--- src/rtl/uart_rx_core.sv ---
// ---------------------------------------------------------------------------
// uart_rx_core
//   Serial receive front end of the AXI4-Lite-to-UART bridge. It synchronises
//   the asynchronous rx line, recovers 8N1 frames, and emits every good byte as
//   a one-cycle write strobe for the receive byte FIFO. There is no
//   backpressure; overflow handling is the FIFO's job.
//
//   Compile-time option:
//     UART_RX_PARITY_EN  - adds a parity bit (8E1 / 8O1, selected by
//                          PARITY_ODD). Without it the frame is 8N1 and
//                          parity_err is tied low.
//
// Parameters
//   CLK_DIV     clk cycles per bit, 4..65535 (434 = 50 MHz / 115200)
//   PARITY_ODD  0 = even parity, 1 = odd parity (parity build only)
//
// Ports
//   clk         clock
//   rst         asynchronous active-low reset
//   rx          serial line, idle high, asynchronous to clk
//   rx_data     last good byte; only changes together with rx_valid
//   rx_valid    one-cycle strobe: rx_data holds a new byte (FIFO write enable)
//   frame_err   one-cycle strobe: stop bit sampled low
//   parity_err  one-cycle strobe: parity mismatch (0 in the 8N1 build)
//   busy        high whenever the receiver is not idle
// ---------------------------------------------------------------------------
module uart_rx_core #(
  parameter int CLK_DIV    = 434,
  parameter int PARITY_ODD = 0
) (
  input  logic       clk,
  input  logic       rst,
  input  logic       rx,
  output logic [7:0] rx_data,
  output logic       rx_valid,
  output logic       frame_err,
  output logic       parity_err,
  output logic       busy
);

  localparam int TW = $clog2(CLK_DIV);
  // First wait is half a bit so every later sample lands mid-bit.
  localparam logic [TW-1:0] HALF_LOAD = TW'(CLK_DIV / 2 - 1);
  localparam logic [TW-1:0] FULL_LOAD = TW'(CLK_DIV - 1);

  typedef enum logic [2:0] {
    S_IDLE   = 3'd0,
    S_START  = 3'd1,
    S_DATA   = 3'd2,
`ifdef UART_RX_PARITY_EN
    S_PARITY = 3'd3,
`endif
    S_STOP   = 3'd4
  } state_t;

  // -------------------------------------------------------------------------
  // Input synchroniser. All stages reset to the idle level so a line that is
  // already low when reset releases is not mistaken for a start bit.
  // rx_prev_q is one more delay so IDLE can look for a 1 -> 0 transition.
  // -------------------------------------------------------------------------
  logic sync1_q;
  logic rx_s_q;
  logic rx_prev_q;

  always_ff @(posedge clk or negedge rst) begin
    if (!rst) begin
      sync1_q   <= 1'b1;
      rx_s_q    <= 1'b1;
      rx_prev_q <= 1'b1;
    end else begin
      sync1_q   <= rx;
      rx_s_q    <= sync1_q;
      rx_prev_q <= rx_s_q;
    end
  end

  // -------------------------------------------------------------------------
  // Receiver state
  // -------------------------------------------------------------------------
  state_t        state_q,   state_d;
  logic [TW-1:0] timer_q,   timer_d;
  logic [2:0]    bit_idx_q, bit_idx_d;
  logic [7:0]    shift_q,   shift_d;
  logic [7:0]    data_q,    data_d;
  logic          valid_q,   valid_d;
  logic          ferr_q,    ferr_d;
`ifdef UART_RX_PARITY_EN
  localparam logic ODD_BIT = (PARITY_ODD != 0);
  logic          par_bad_q, par_bad_d;
  logic          perr_q,    perr_d;
`else
  // PARITY_ODD has no effect in the 8N1 build.
  logic          unused_parity_cfg;
  assign unused_parity_cfg = (PARITY_ODD != 0);
`endif

  logic tick;
  assign tick = (timer_q == '0);

  always_ff @(posedge clk or negedge rst) begin
    if (!rst) begin
      state_q   <= S_IDLE;
      timer_q   <= '0;
      bit_idx_q <= 3'd0;
      shift_q   <= 8'h00;
      data_q    <= 8'h00;
      valid_q   <= 1'b0;
      ferr_q    <= 1'b0;
`ifdef UART_RX_PARITY_EN
      par_bad_q <= 1'b0;
      perr_q    <= 1'b0;
`endif
    end else begin
      state_q   <= state_d;
      timer_q   <= timer_d;
      bit_idx_q <= bit_idx_d;
      shift_q   <= shift_d;
      data_q    <= data_d;
      valid_q   <= valid_d;
      ferr_q    <= ferr_d;
`ifdef UART_RX_PARITY_EN
      par_bad_q <= par_bad_d;
      perr_q    <= perr_d;
`endif
    end
  end

  always_comb begin
    state_d   = state_q;
    timer_d   = timer_q;
    bit_idx_d = bit_idx_q;
    shift_d   = shift_q;
    data_d    = data_q;
    valid_d   = 1'b0;
    ferr_d    = 1'b0;
`ifdef UART_RX_PARITY_EN
    par_bad_d = par_bad_q;
    perr_d    = 1'b0;
`endif

    // Free-running count-down while a frame is in progress; each state
    // reloads it on its own tick.
    if (state_q != S_IDLE && !tick) begin
      timer_d = timer_q - TW'(1);
    end

    case (state_q)
      S_IDLE: begin
        if (rx_prev_q && !rx_s_q) begin
          timer_d = HALF_LOAD;
          state_d = S_START;
        end
      end

      S_START: begin
        if (tick) begin
          if (!rx_s_q) begin
            timer_d   = FULL_LOAD;
            bit_idx_d = 3'd0;
            state_d   = S_DATA;
          end else begin
            // Line went back high before mid-bit: a glitch, not a start bit.
            state_d = S_IDLE;
          end
        end
      end

      S_DATA: begin
        if (tick) begin
          shift_d   = {rx_s_q, shift_q[7:1]};   // LSB arrives first
          timer_d   = FULL_LOAD;
          bit_idx_d = bit_idx_q + 3'd1;
          if (bit_idx_q == 3'd7) begin
`ifdef UART_RX_PARITY_EN
            state_d = S_PARITY;
`else
            state_d = S_STOP;
`endif
          end
        end
      end

`ifdef UART_RX_PARITY_EN
      S_PARITY: begin
        if (tick) begin
          // Mismatch when the received bit differs from XOR(data)^ODD.
          par_bad_d = rx_s_q ^ (^shift_q) ^ ODD_BIT;
          timer_d   = FULL_LOAD;
          state_d   = S_STOP;
        end
      end
`endif

      S_STOP: begin
        if (tick) begin
          // Returning to IDLE on this edge lets a start bit that follows
          // the stop bit immediately be caught.
          state_d = S_IDLE;
          if (!rx_s_q) begin
            ferr_d = 1'b1;            // framing error wins over parity
`ifdef UART_RX_PARITY_EN
          end else if (par_bad_q) begin
            perr_d = 1'b1;            // bad byte is not delivered
`endif
          end else begin
            valid_d = 1'b1;
            data_d  = shift_q;
          end
        end
      end

      default: begin
        state_d = S_IDLE;
      end
    endcase
  end

  assign rx_data   = data_q;
  assign rx_valid  = valid_q;
  assign frame_err = ferr_q;
  assign busy      = (state_q != S_IDLE);
`ifdef UART_RX_PARITY_EN
  assign parity_err = perr_q;
`else
  assign parity_err = 1'b0;
`endif

endmodule
--- config.mk ---
export PLATFORM = sky130hd
export DESIGN_NAME = uart_rx_core
export DESIGN_NICKNAME = d
export VERILOG_FILES = /design/src/rtl/uart_rx_core.sv
export SDC_FILE = /design/constraint.sdc
export NUM_CORES = 1
export LEC_CHECK = 0
export ABC_AREA = 1
export CORE_ASPECT_RATIO = 0.7
export CORE_UTILIZATION = 60
export CTS_BUF_LIST = sky130_fd_sc_hd__clkbuf_8 sky130_fd_sc_hd__clkbuf_16
export DETAILED_ROUTE_END_ITERATION = 10
export DONT_BUFFER_PORTS = 1
export GPL_ROUTABILITY_DRIVEN = 0
export MAX_ROUTING_LAYER = met4
export PLACE_DENSITY_LB_ADDON = 0.12
export SYNTH_ARGS = -nofsm -noshare
export SYNTH_HDL_FRONTEND = slang
export SYNTH_SLANG_ARGS = --single-unit
--- constraint.sdc ---
create_clock -name clk -period 2.1 [get_ports clk]
set_input_delay 0.42 -clock clk [delete_from_list [all_inputs] [get_ports clk]]
set_output_delay 0.42 -clock clk [all_outputs]
set_load 0.05 [all_outputs]
After elaboration in Yosys (flattened, before gate mapping)
Index checks and enable logic that the tools add are counted.
{"block": "classes", "n_div": 0, "magnitude_cmp": 0, "n_eq_ne": 10, "muxes": 23, "reduce_logical": 12, "addsub": 2, "shift": 0, "n_mul": 0, "bitwise_logic": 0}
{"op": "2-to-1 mux 9 bit", "n": 5}
{"op": "case mux 9 bit (3 select lines)", "n": 1}
{"op": "2-to-1 mux 3 bit", "n": 8}
{"op": "!= test 2 bit, second input constant", "n": 6}
{"op": "case mux 3 bit (4 select lines)", "n": 1}
{"op": "zero test 9 bit", "n": 1}
{"op": "subtractor 9 x 1 -> 9 bit, second input constant", "n": 1}
{"op": "== test 3 bit, second input constant", "n": 2}
{"op": "2-to-1 mux 1 bit", "n": 6}
{"op": "case mux 3 bit (2 select lines)", "n": 1}
{"op": "AND reduction 5 bit", "n": 1}
{"op": "AND reduction 4 bit", "n": 1}
{"op": "adder 3 x 1 -> 3 bit, second input constant", "n": 1}
{"op": "== test 3 x 1 -> 1 bit, second input constant", "n": 1}
{"op": "== test 3 x 2 -> 1 bit, second input constant", "n": 1}
{"op": "zero test 3 bit", "n": 1}
{"op": "AND reduction 3 bit", "n": 1}
{"op": "nonzero test 3 bit", "n": 1}
{"op": "logical AND 1 bit", "n": 2}
{"op": "zero test 1 bit", "n": 2}
{"op": "2-to-1 mux 2 bit", "n": 1}
{"op": "AND reduction 2 bit", "n": 1}
{"op": "nonzero test 2 bit", "n": 1}
{"block": "word_totals", "inputBits": 3, "ramBits": 0, "register_bits": 36, "wordCells": 57, "latchBits": 0, "memories": 0, "output_inout_bits": 12, "rom_bits": 0}

Depth between registers and ports, before layout
{"block": "depth", "depth_word": 7, "depth_mapped": 11, "depth_no_buf": 11}

Least setup slack after synthesis
Ideal clock, no wire load.
{"block": "synth_timing", "path_type": "flip-flop to flip-flop", "startpoint": "register timer_q[0]", "endpoint": "register timer_q[6]", "setup_ns": 0.123, "stages_incl_launch_ff": 10, "arrival_time_ns": 1.403, "n_path_buf": 0, "path_slack_ns": 0.574, "cell_sequence": "dfrtp_1 -> inv_1 -> ha_1 -> nand2_1 -> nor2_1 -> nand2_2 -> nand2_2 -> inv_1 -> o21ai_0 -> nand2_1"}
{"block": "synth_via", "elab_chain_cells": 7, "word_cells_on_any_way": 10, "cone_classes": "1 x add/sub; 6 x mux; 3 x reduce/logical"}
{"element": "from (decl)", "line": "81", "rtl": "logic [TW-1:0] timer_q, timer_d;"}
{"element": "from (signal assigned)", "line": "115", "rtl": "timer_q <= timer_d;"}
{"element": "branches (longest 6 deep; another with subtractor 9 x 1 -> 9 bit)"}
{"element": "case mux 9 bit (3 select lines) (*)", "line": "147", "rtl": "case (state_q)"}
{"element": "net timer_d[6]", "line": "81"}
Mark *: on every way through the listed nets, which the timed path passes.
A chain may end at the register's enable or synchronous reset.

Worst setup path in the final report
Same ends and word-level chain as after synthesis.

==> flow_summary.toml <==
[worst_setup_path]
critPathTopFamily = "simple AND/OR/NAND/NOR gates"
crit_type = "reg2reg"
cp_max_fo = 9
crit_buf_inv = 2
reg2reg_depth = 9
cp.arrival_ps = 2020
end_kind = "register"
critPathLaunchType = "register"
critPathRequiredTime_ps = 2260
reg2reg_slack_ps = 240
slowest_delay_ps = 410
cp_slowest_cell = "dfrtp_1"
r2r-start = "timer_q[0]"
crit_chain = "inv_1, ha_1, nand2_1, nor2_1, nand2_2, nand2_2, inv_1, o21ai_0, nand2_1"
worst_r2r_endpoint = "timer_q[6]"

[place]
dp.cells = 243
dpl_cell_area_um2 = 1840
numPortBuffers = 0
dpl.hpwl_um = 2320

[hold_path]
whs_path_depth = 0
min_from = "rx"
hold_path_end = "sync1_q"
holdCritPathClass = "in2reg"

[logic_synthesis]
ys_warn_count = 0
synth_largest_area_cell = "dfrtp_1"
synth.distinct_cells = 28
synthesis.nets = 217
syn_area_um2 = 1830
post-synth-top-area-fraction_pct = 45.2
synth-xor-area-share_pct = 2.40
synthAdderAreaFrac_pct = 2.74
synthCells = 210
synth-seq-cells = 36
synth_top_family_by_area = "simple AND/OR/NAND/NOR gates"
ys_seq_area_share_pct = 49.5
synthSimpleGateAreaFrac_pct = 28.3
synth_area_leaders = "dfrtp_1 (45%), nand2_1 (12%), o21ai_2 (6.2%), inv_1 (5.1%), nand3_1 (4.9%)"
avgSynthCellArea_um2 = 8.70
synthMuxAreaShare_pct = 0
synth_compound_area_share_pct = 9.25

[power]
powerDensity_nw_per_um2 = 1040
leakagePower_nw = 0.996
vdd_drop_max_v = 0.000571

[timing]
setup_viol = 0
hold_violations = 0
period_needed_ps = 1860
fmax_ghz = 0.539
period_share_pct = 88.4
slew_viol_final = 0
rsz0062_at_grt = "no"
fin_setup_tns_ps = 0
clock_skew_ps = 10.1

[finish]
antennaDiodeCount = 0
final.fill_count = 241
synthToLayoutAreaGrowth_pct = 6.92
final_area_um2 = 1950
fin_nets = 223
layout.cells.non_filler = 253
drive_gt1_share_pct = 18.9

[clocking]
insertion_delay_ps = 290
clk_pin_slew_ps = 60
h-tree-depth = 2
cts_setup_buffers = 0
root_buffer = "clkbuf_8"
cts_hold_buf = 2
cts_tree = "built"
clk_path_buf_depth = 2
cts_sinks = 36
numCtsBuffers = 5
cts_resized = 0

[floorplanning]
start_util_pct = 64.3
num_rows = 16
io_pins = 15
core-area_um2 = 2840
die_h_um = 48.2
dieArea_um2 = 3270
fp.dieW_um = 68.0

[routing]
vias = 1280
vias_per_cell = 5.06
ant_nets = 0
drc = 0
wl_per_cell_um = 12.8
drt_first_pass_iters = 4
wirelength_um = 3230
drt_iter0_drc = 90

[grt]
antenna_found_initial = 0
grt_pass1_wl_um = 5040
grt_max_degree = 37
grt_overflow = 0
track_usage_pct = 23.2
grt_pass1_vias = 1128

[status]
outcome = "finished clean"

[flow_run]
cap_viol_max_count = 0
## worst reg2reg max path: cells and delay by family (launching register included)
kind	cells	cell delay, ps
buffers and inverters	2	290
adder cells (fa/ha/maj)	1	190
AO/OA/AOI/OAI	1	230
AND/OR/NAND/NOR	5	630
flip-flops	1	410
## report_power, final
group / total (W) / switching [W] / internal [W]
logic: 0.000661 / 0.000438 / 0.000223
registers: 0.000908 / 0.000110 / 0.000798
clock network: 0.000455 / 0.000232 / 0.000223
## layout make-up
cell class	count	area [um2]	area share [%]
well taps	36	45.0	2.31
inverters	29	109	5.57
flip-flops and latches	36	905	46.3
repair buffers	2	30.0	1.54
clock buffers	5	68.8	3.52
clock inverters	3	12.5	0.641
multi-input cells	142	783	40.1
## cell usage after synthesis
cell	number
a21oi_1	1
buf_4	1
buf_6	2
conb_1	1
dfrtp_1	33
dfstp_2	3
ha_1	4
inv_1	25
inv_2	4
nand2_1	58
nand2_2	5
nand2_4	1
nand3_1	18
nand3_2	1
nand3_4	1
nand4_1	2
nor2_1	14
nor2_2	1
nor2_4	1
nor3_2	2
nor3_4	1
nor3b_1	1
o21ai_0	6
o21ai_1	4
o21ai_2	13
or2_0	1
or2_2	1
xor2_1	5
## flip-flops by register name, indices dropped and copies added (netlist names)
signal,count
bit_idx_q,3
frame_err,1
rx_data,8
rx_prev_q,1
rx_s_q,1
rx_valid,1
shift_q,8
state_q,3
sync1_q,1
timer_q,9
## cell usage in the layout, fill, tap and decap left out, types with 2 or more instances in the layout
master and instances:
o21ai_2 13, dfrtp_1 33, inv_1 27, nand3_1 18
nand4_1 2, o21ai_1 4, dfstp_2 3, nor3_2 2
xor2_1 5, nand2_1 58, inv_2 4, clkbuf_8 5
nand2_2 5, ha_1 4, o21ai_0 6, nor2_1 14
## worst max-delay path by stage
stage | endpoint | slack, ps | startpoint | cells past startpoint
after global placement | bit_idx_q[0] | 410 | timer_q[0] | 9
after detailed placement | timer_q[6] | 300 | timer_q[0] | 9
final | timer_q[6] | 240 | timer_q[0] | 9
after floorplan | timer_q[6] | 570 | timer_q[0] | 9
after CTS | timer_q[6] | 280 | timer_q[0] | 9
after global routing | timer_q[6] | 20 | timer_q[0] | 9
## logic make-up (layout without fill, tap and decap cells)
group | after synthesis | count (layout)
AND/OR/NAND/NOR | 108 | 108
flip-flops | 36 | 36
buffers and inverters | 32 | 39
AO/OA/AOI/OAI | 24 | 24
XOR/XNOR | 5 | 5
adder cells (fa/ha/maj) | 4 | 4
other | 1 | 1
## layer usage
metal / wire length, um / GRT usage, % / up-vias
met5: 0 / - / -
met4: 35 / 7.92 / 0
met3: 170 / 7.71 / 5
met2: 1340 / 32.5 / 28
met1: 1680 / 31.4 / 575
li1: - / - / 672
## through the flow
| stage | utilization, % | power, W | worst slack [ps] | hold WS [ps] |
|---|---|---|---|---|
| 6_report | 68.7 | 0.00202 | 244 | 129 |
| 5_1_grt | 68.7 | 0.00217 | 20.8 | 111 |
| 4_1_cts | 68.7 | 0.00203 | 285 | 119 |
| 3_5_place_dp | 64.8 | 0.00155 | 300 | 125 |
| 3_3_place_gp | 64.8 | 0.00153 | 408 | 125 |
| 2_1_floorplan | - | 0.00141 | 574 | 124 |
Power figures use the tool's default switching activity.
